$ cat src/rtl/regfile_wb_queue_if.sv
// Writeback request, regfile write port and forwarding lookup signals of the writeback queue.
// The master side is the pipeline/regfile; the slave side is the queue itself.
interface regfile_wb_queue_if;
    logic        in_valid;
    logic        in_ready;
    logic [4:0]  in_reg;
    logic [31:0] in_data;
    logic        wb_stall;
    logic        RegWrite;
    logic [4:0]  WriteRegister;
    logic [31:0] WriteData;
    logic [4:0]  ReadRegister1;
    logic [4:0]  ReadRegister2;
    logic        fwd_hit1;
    logic [31:0] fwd_data1;
    logic        fwd_hit2;
    logic [31:0] fwd_data2;
    logic        empty;

    modport master (
        output in_valid, in_reg, in_data, wb_stall, ReadRegister1, ReadRegister2,
        input  in_ready, RegWrite, WriteRegister, WriteData,
        input  fwd_hit1, fwd_data1, fwd_hit2, fwd_data2, empty
    );

    modport slave (
        input  in_valid, in_reg, in_data, wb_stall, ReadRegister1, ReadRegister2,
        output in_ready, RegWrite, WriteRegister, WriteData,
        output fwd_hit1, fwd_data1, fwd_hit2, fwd_data2, empty
    );
endinterface

$ cat src/rtl/regfile_wb_queue.sv
// Writeback FIFO in front of the regfile write port: one drain per cycle, registered
// write outputs, and youngest-first forwarding lookup for both decode read ports.
module regfile_wb_queue #(
    parameter int DEPTH = 4,
    parameter int AW    = 2
) (
    input  logic            clk,
    input  logic            reset,
    regfile_wb_queue_if.slave bus
);

    logic [4:0]    entryReg  [DEPTH];
    logic [31:0]   entryData [DEPTH];
    logic [AW-1:0] wrPtr;
    logic [AW-1:0] rdPtr;
    logic [AW:0]   count;

    logic          regWriteQ;
    logic [4:0]    writeRegQ;
    logic [31:0]   writeDataQ;

    logic          full;
    logic          doPush;
    logic          doStore;
    logic          doPop;

    assign full    = (count == (AW+1)'(DEPTH));
    assign doPush  = bus.in_valid && !full;
    // Writes to r0 complete the handshake but never occupy a slot.
    assign doStore = doPush && (bus.in_reg != 5'd0);
    assign doPop   = (count != '0) && !bus.wb_stall;

    always_ff @(posedge clk) begin
        if (reset) begin
            wrPtr      <= '0;
            rdPtr      <= '0;
            count      <= '0;
            regWriteQ  <= 1'b0;
            writeRegQ  <= '0;
            writeDataQ <= '0;
        end else begin
            if (doStore) begin
                wrPtr <= wrPtr + AW'(1);
            end
            if (doPop) begin
                rdPtr      <= rdPtr + AW'(1);
                regWriteQ  <= 1'b1;
                writeRegQ  <= entryReg[rdPtr];
                writeDataQ <= entryData[rdPtr];
            end else begin
                regWriteQ  <= 1'b0;
            end
            case ({doStore, doPop})
                2'b10:   count <= count + (AW+1)'(1);
                2'b01:   count <= count - (AW+1)'(1);
                default: count <= count;
            endcase
        end
    end

    // Slot contents need no reset: occupancy is tracked by count alone.
    always_ff @(posedge clk) begin
        if (doStore) begin
            entryReg[wrPtr]  <= bus.in_reg;
            entryData[wrPtr] <= bus.in_data;
        end
    end

    // Walk from the output register to the youngest entry so later matches win.
    function automatic logic [32:0] lookup(input logic [4:0] addr);
        logic [32:0]   res;
        logic [AW-1:0] idx;
        res = '0;
        if (addr != 5'd0) begin
            if (regWriteQ && (writeRegQ == addr)) begin
                res = {1'b1, writeDataQ};
            end
            for (int k = 0; k < DEPTH; k++) begin
                idx = rdPtr + AW'(k);
                if (((AW+1)'(k) < count) && (entryReg[idx] == addr)) begin
                    res = {1'b1, entryData[idx]};
                end
            end
        end
        return res;
    endfunction

    assign {bus.fwd_hit1, bus.fwd_data1} = lookup(bus.ReadRegister1);
    assign {bus.fwd_hit2, bus.fwd_data2} = lookup(bus.ReadRegister2);

    assign bus.in_ready      = !full;
    assign bus.RegWrite      = regWriteQ;
    assign bus.WriteRegister = writeRegQ;
    assign bus.WriteData     = writeDataQ;
    assign bus.empty         = (count == '0) && !regWriteQ;

endmodule
$ cat src/flat_wrapper.sv
// flat-port wrapper written by rule: the top's interface ports become plain ports
module regfile_wb_queue_flat 
#(
    parameter int DEPTH = 4,
    parameter int AW    = 2
)
  (clk, reset, bus_in_valid, bus_in_reg, bus_in_data, bus_wb_stall, bus_ReadRegister1, bus_ReadRegister2, bus_in_ready, bus_RegWrite, bus_WriteRegister, bus_WriteData, bus_fwd_hit1, bus_fwd_data1, bus_fwd_hit2, bus_fwd_data2, bus_empty);
  regfile_wb_queue_if bus_i ();
  input  logic clk;
  input  logic reset;
  input wire logic [$bits(bus_i.in_valid)-1:0] bus_in_valid;
  input wire logic [$bits(bus_i.in_reg)-1:0] bus_in_reg;
  input wire logic [$bits(bus_i.in_data)-1:0] bus_in_data;
  input wire logic [$bits(bus_i.wb_stall)-1:0] bus_wb_stall;
  input wire logic [$bits(bus_i.ReadRegister1)-1:0] bus_ReadRegister1;
  input wire logic [$bits(bus_i.ReadRegister2)-1:0] bus_ReadRegister2;
  output wire logic [$bits(bus_i.in_ready)-1:0] bus_in_ready;
  output wire logic [$bits(bus_i.RegWrite)-1:0] bus_RegWrite;
  output wire logic [$bits(bus_i.WriteRegister)-1:0] bus_WriteRegister;
  output wire logic [$bits(bus_i.WriteData)-1:0] bus_WriteData;
  output wire logic [$bits(bus_i.fwd_hit1)-1:0] bus_fwd_hit1;
  output wire logic [$bits(bus_i.fwd_data1)-1:0] bus_fwd_data1;
  output wire logic [$bits(bus_i.fwd_hit2)-1:0] bus_fwd_hit2;
  output wire logic [$bits(bus_i.fwd_data2)-1:0] bus_fwd_data2;
  output wire logic [$bits(bus_i.empty)-1:0] bus_empty;
  assign bus_i.in_valid = bus_in_valid;
  assign bus_i.in_reg = bus_in_reg;
  assign bus_i.in_data = bus_in_data;
  assign bus_i.wb_stall = bus_wb_stall;
  assign bus_i.ReadRegister1 = bus_ReadRegister1;
  assign bus_i.ReadRegister2 = bus_ReadRegister2;
  assign bus_in_ready = bus_i.in_ready;
  assign bus_RegWrite = bus_i.RegWrite;
  assign bus_WriteRegister = bus_i.WriteRegister;
  assign bus_WriteData = bus_i.WriteData;
  assign bus_fwd_hit1 = bus_i.fwd_hit1;
  assign bus_fwd_data1 = bus_i.fwd_data1;
  assign bus_fwd_hit2 = bus_i.fwd_hit2;
  assign bus_fwd_data2 = bus_i.fwd_data2;
  assign bus_empty = bus_i.empty;
  regfile_wb_queue #(.DEPTH(DEPTH), .AW(AW)) u_core (.clk(clk), .reset(reset), .bus(bus_i));
endmodule
$ cat config.mk
export PLATFORM = sky130hd
export DESIGN_NAME = regfile_wb_queue_flat
export DESIGN_NICKNAME = d
export VERILOG_FILES = /design/src/rtl/regfile_wb_queue_if.sv /design/src/rtl/regfile_wb_queue.sv /design/src/flat_wrapper.sv
export SDC_FILE = /design/constraint.sdc
export NUM_CORES = 1
export LEC_CHECK = 0
export CAP_MARGIN = 20
export CORE_MARGIN = 1.5
export CORE_UTILIZATION = 52
export CTS_CLUSTER_DIAMETER = 50
export DETAILED_ROUTE_END_ITERATION = 16
export PLACE_DENSITY_LB_ADDON = 0.1
export SETUP_SLACK_MARGIN = 0.3
export SLEW_MARGIN = 25
export SYNTH_ARGS = -nofsm -noshare
export SYNTH_HDL_FRONTEND = slang
export SYNTH_SLANG_ARGS = --single-unit
$ cat constraint.sdc
create_clock -name clk -period 3.68 [get_ports clk]
set_input_delay 1.104 -clock clk [delete_from_list [all_inputs] [get_ports clk]]
set_output_delay 1.104 -clock clk [all_outputs]
set_load 0.1 [all_outputs]
# Word level (Yosys, flattened, before mapping)
# Memory sizes are Yosys's and may differ from the RTL's. A register that Yosys moved wholly into a read port is not among the register bits.
# Cells that the tools add are included.
# totals
out_inout_bits,106
ramBits,148
reg_bits,45
n_memories,2
inputBits,51
wordCells,74
# memory_table
name,depth,width,rd,rd_ports_with_merged_regs,write_ports,line,text
u_core.entryData,4,32,4,1,1,regfile_wb_queue.sv:13,logic [31:0] entryData [DEPTH];
u_core.entryReg,4,5,4,1,1,regfile_wb_queue.sv:12,logic [4:0] entryReg [DEPTH];
# op_classes
n_lt_le_gt_ge,4
add_sub_neg,6
n_reduce_logical,23
mux,20
n_eq_ne,13
# ops
cell,n
$mux 33,12
$eq 5x5->1,10
$reduce_bool 5->1,3
$logic_and 1x1->1,14
$mux 2,4
$lt 1x3->1 const A,2
$lt 2x3->1 const A,2
$pmux 3 s2,1
$add 2x1->2 const B,2
$add 2x2->2 const B,2
$add 3x1->3 const B,1
$eq 3x3->1 const B,1
$logic_not 1->1,3
$logic_not 3->1,1
$mux 1,3
$reduce_bool 3->1,1
$sub 3x1->3 const B,1
$eq 2x1->1 const B,1
$eq 2x2->1 const B,1
$reduce_bool 2->1,1

# Depth between registers and ports, before layout
# depth
word_depth,8
mapped_depth,10

# Worst setup path before layout
# OpenSTA, ideal clock, no wires.
# synth_timing
path_type,input to output
from,input port bus_ReadRegister1[2]
to,output port bus_fwd_data1[11]
t_arrival_ns,4.877
required_ns,2.576
path_slack_ns,-2.301
path_stages,8
path_cell_list,clkbuf_1 -> xor2_1 -> nor4_1 -> nand3_1 -> o21ba_2 -> clkbuf_1 -> a221oi_1 -> o31ai_1
# synth_via
elab_chain_cells,8
# synth_lines
item,line,text
from (decl),flat_wrapper.sv:15,input wire logic [$bits(bus_i.ReadRegister1)-1:0] bus_ReadRegister1;
$eq 5x5->1,regfile_wb_queue.sv:75,if (regWriteQ && (writeRegQ == addr)) begin
$logic_and 1x1->1,regfile_wb_queue.sv:75,
$mux 33,regfile_wb_queue.sv:75,
$mux 33 (4 in series),regfile_wb_queue.sv:80,if (((AW+1)'(k) < count) && (entryReg[idx] == addr)) begin
$mux 33 (*),regfile_wb_queue.sv:74,if (addr != 5'd0) begin
to (decl),flat_wrapper.sv:22,output wire logic [$bits(bus_i.fwd_data1)-1:0] bus_fwd_data1;
# Every way passes the cells marked *; elsewhere a longest branch is shown, timed or not.

# Worst setup path after layout
# layout_timing
from,input port bus_ReadRegister2[2]
to,output port bus_fwd_data2[20]
# layout_via
elab_chain_cells,8
# layout_lines
item,line,text
from (decl),flat_wrapper.sv:16,input wire logic [$bits(bus_i.ReadRegister2)-1:0] bus_ReadRegister2;
$eq 5x5->1,regfile_wb_queue.sv:75,
$logic_and 1x1->1,regfile_wb_queue.sv:75,
$mux 33,regfile_wb_queue.sv:75,
$mux 33 (4 in series),regfile_wb_queue.sv:80,
$mux 33 (*),regfile_wb_queue.sv:74,
to (decl),flat_wrapper.sv:24,output wire logic [$bits(bus_i.fwd_data2)-1:0] bus_fwd_data2;
# Marked as above.

==> results.md <==
* CP Launch Type: input port
* Total CTS buffers at 17
* Run status: finished with violations
* Fin. max-slew vios at 0
* Synth warn at 0
* Clock-pin transition on the worst setup and hold timing paths at 0.08 ns
* Worst slew pin tran at 0.8351 ns
* Max Cap Viol at 0
* Crit-path cells: clkdlybuf4s15_1, or4_1, nor2_1, and3b_2, bufbuf_16, a32oi_1, o31ai_4, buf_12
* Wirelength, routed at 49.17 mm
* EDFF count, synth at 148
* Worst path required time at 2.58 ns
* Initial antenna violation count at 0
* Busiest grt layer: met2
* DIE WIDTH at 161.3 um
* Crit path from: bus_ReadRegister2[2]
* Skew final at 0.01803 ns
* Worst Hold Class: reg -> reg
* Total negative setup slack at -39.71 ns
* Yosys top cell area share at 34.13%
* Full die area at 0.02600 mm2
* Peak supply drop at 0.0007504 V
* Buffers on Ports at 156
* Seq/Total Area, Yosys at 41.35%
* Slowest stage cell, crit path: or4_1
* CTS tree: built
* DRT iter0 DRCs at 1525
* Routing usage on met1 at 45.90%
* Grt total ovfl at 0
* Fill cells at 1138
* Crit path DAT at 3.27 ns
* Critical Path End Type: primary output
* RSZ-0062 raised after global routing: true
* Area grow syn2layout at 54.50%
* Overall Global Routing Usage at 37.10%
* Ports at 157
* Grt met2 use at 60.89%
* Crit path largest cell delay at 0.53 ns
* Avg WL per Cell at 31.30 um
* Pwr Total at 11.92 mW
* DRC viols at 0
* Crit path to: bus_fwd_data2[20]
* R2R setup slack at 1.16 ns
* Post-route antenna net violation count at 0
* Slew Limit Headroom at 44.33%
* FP Rows at 57
* Share of cells above drive strength 1 at 53.65%
* DR pass1 iterations at 5
* Pin count of the biggest net entering global routing at 76
* Asr flop ratio synth at 0%
* Initial Util at 53.24%
* Post-synth top area cell: edfxtp_1
* Worst Path Max Fanout at 8
* Area of the mapped netlist at 0.01302 mm2
* Via count at 11740
* Core footprint at 0.02446 mm2
* Mean area per synthesized cell at 13.04 um2
* CTS root buffer: clkbuf_16
* Final #Nets at 1294
* Achievable Freq at 0.2288 GHz
* Met3 Use GR at 9.091%
* Global placer's final weighted congestion at 0.8654
* CTS Sinks at 195
* Area contributors post-synth: edfxtp_1 34%, mux4_2 25%, dfxtp_1 7.2%, a221oi_1 4.3%, a32oi_1 4.3%
* Setup slack after layout at -0.6908 ns
* Kind of critical path: in -> out
* Die H at 161.3 um
* Synth Instances at 999
* Synth unique cells at 48
* Synthesized flop and latch total at 195
* LEAKAGE at 6.441 nW
* First-pass GRT wire length at 71.74 mm
* HPWL Detailed at 26.50 mm
* Vias per cell at 7.474
* Primary FF master, synth: edfxtp_1
* Worst R2R Path Depth at 9
* Failing checks: setup timing
* Ratio of total power to cell area at 592.6 mW/mm2
* Most frequent cells in the layout: 148 x mux4_2, 148 x edfxtp_1, 126 x buf_4
* Final setup violating endpoints at 66
* CTS H-Tree Depth at 4
* Final Hold Viols at 0
* Vias in the first global route at 12010
* Post-Syn Nets at 1059
* Worst-Skew Late Latency at 0.47 ns
* # diodes at 0
* CTS max path bufs at 2
* Fin crit share at 118.8%
* Worst R2R Start: u_core.count[0]
* FF-to-FF End: u_core.count[2]
* Final min period at 4.371 ns
## Yosys cell counts (7+ instances only)
master,number
buf_2,33
clkbuf_1,39
buf_6,17
o31ai_1,55
a221oi_1,64
mux4_2,145
dfxtp_1,47
nor2_1,81
a32oi_1,64
buf_4,12
nand2_1,84
buf_1,7
ha_1,9
a21oi_1,41
o31ai_2,9
inv_1,7
xor2_1,23
nand2b_1,33
edfxtp_1,148
xnor2_1,31
## layout make-up
type                    instances  area (um2)  area share, %
clock buffers                  17       425.4          2.114
clock inverters                15       170.2         0.8458
inverters                       7       26.28         0.1306
multi-input cells             686        9354          46.49
flip-flops and latches        195        5395          26.82
well taps                     324       405.4          2.015
repair buffers                327        4343          21.59
## cells by family (layout without fill, tap and decap cells)
logic type	Yosys count	in the layout	synth area share [%]
multiplexers	150	150	25.84
flip-flops	195	195	41.35
buffers and inverters	118	366	5.246
AND/OR/NAND/NOR	228	228	8.051
adder cells (fa/ha/maj)	9	9	0.8647
XOR/XNOR	55	55	3.757
AO/OA/AOI/OAI	244	244	14.89
## through the flow
stage	utilization [%]	area [um2]	hold slack (ns)	worst slack, ns	std cells
2_1_floorplan	-	14400	0.4841	-0.7064	999
3_3_place_gp	71.73	17550	0.4926	-0.8477	1483
3_5_place_dp	71.73	17550	0.4994	-0.8625	1483
4_1_cts	81.13	19850	0.5254	-0.6365	1560
5_1_grt	82.25	20120	0.5491	-0.7557	1571
6_report	82.25	20120	0.5295	-0.6908	1571
## layer usage
| layer | up-vias | routed length [um] |
|---|---|---|
| met3 | 235 | 5385 |
| met1 | 5918 | 16970 |
| li1 | 4617 | - |
| met4 | 0 | 2567 |
| met5 | - | 0 |
| met2 | 971 | 24250 |
## registers in the layout, summed over array words and instances (netlist names), named ones only
name,flops
u_core.entryReg,20
u_core.bus.RegWrite,1
u_core.count,3
u_core.rdPtr,2
u_core.entryData,128
u_core.bus.WriteRegister,5
u_core.bus.WriteData,32
u_core.wrPtr,2
## what timing repair did
action                     CTS  global route
setup endpoints to repair   66            66
setup buffers               34            10
gates cloned                11             1
hold buffers                 0             0
pin swaps                   47            22
resized for setup          182            23
## report_power, final
part,total (mW),switching (mW),internal (mW)
logic,6.91,4.28,2.63
clock network,1.94,0.967,0.970
registers,3.07,0.412,2.66
total,11.9,5.66,6.26
## critical path, delay by kind of cell
kind	cells	cell delay (ns)
buffers and inverters	3	0.73
AOI/OAI and AO/OA	2	0.43
and+or+nand+nor	3	0.99
## worst min path at each step
stage                                        endpoint                         from  depth (start not counted)  slack [ns]
after global routing      u_core.bus.WriteRegister[4]  u_core.bus.WriteRegister[4]                          2        0.55
final                     u_core.bus.WriteRegister[4]  u_core.bus.WriteRegister[4]                          2        0.53
after detailed placement      u_core.bus.WriteData[7]      u_core.bus.WriteData[7]                          2        0.50
after floorplan                       u_core.count[2]              u_core.count[2]                          2        0.48
after global placement        u_core.bus.WriteData[7]      u_core.bus.WriteData[7]                          2        0.49
after CTS                 u_core.bus.WriteRegister[4]  u_core.bus.WriteRegister[4]                          2        0.53
Power figures use the tool's default switching activity.
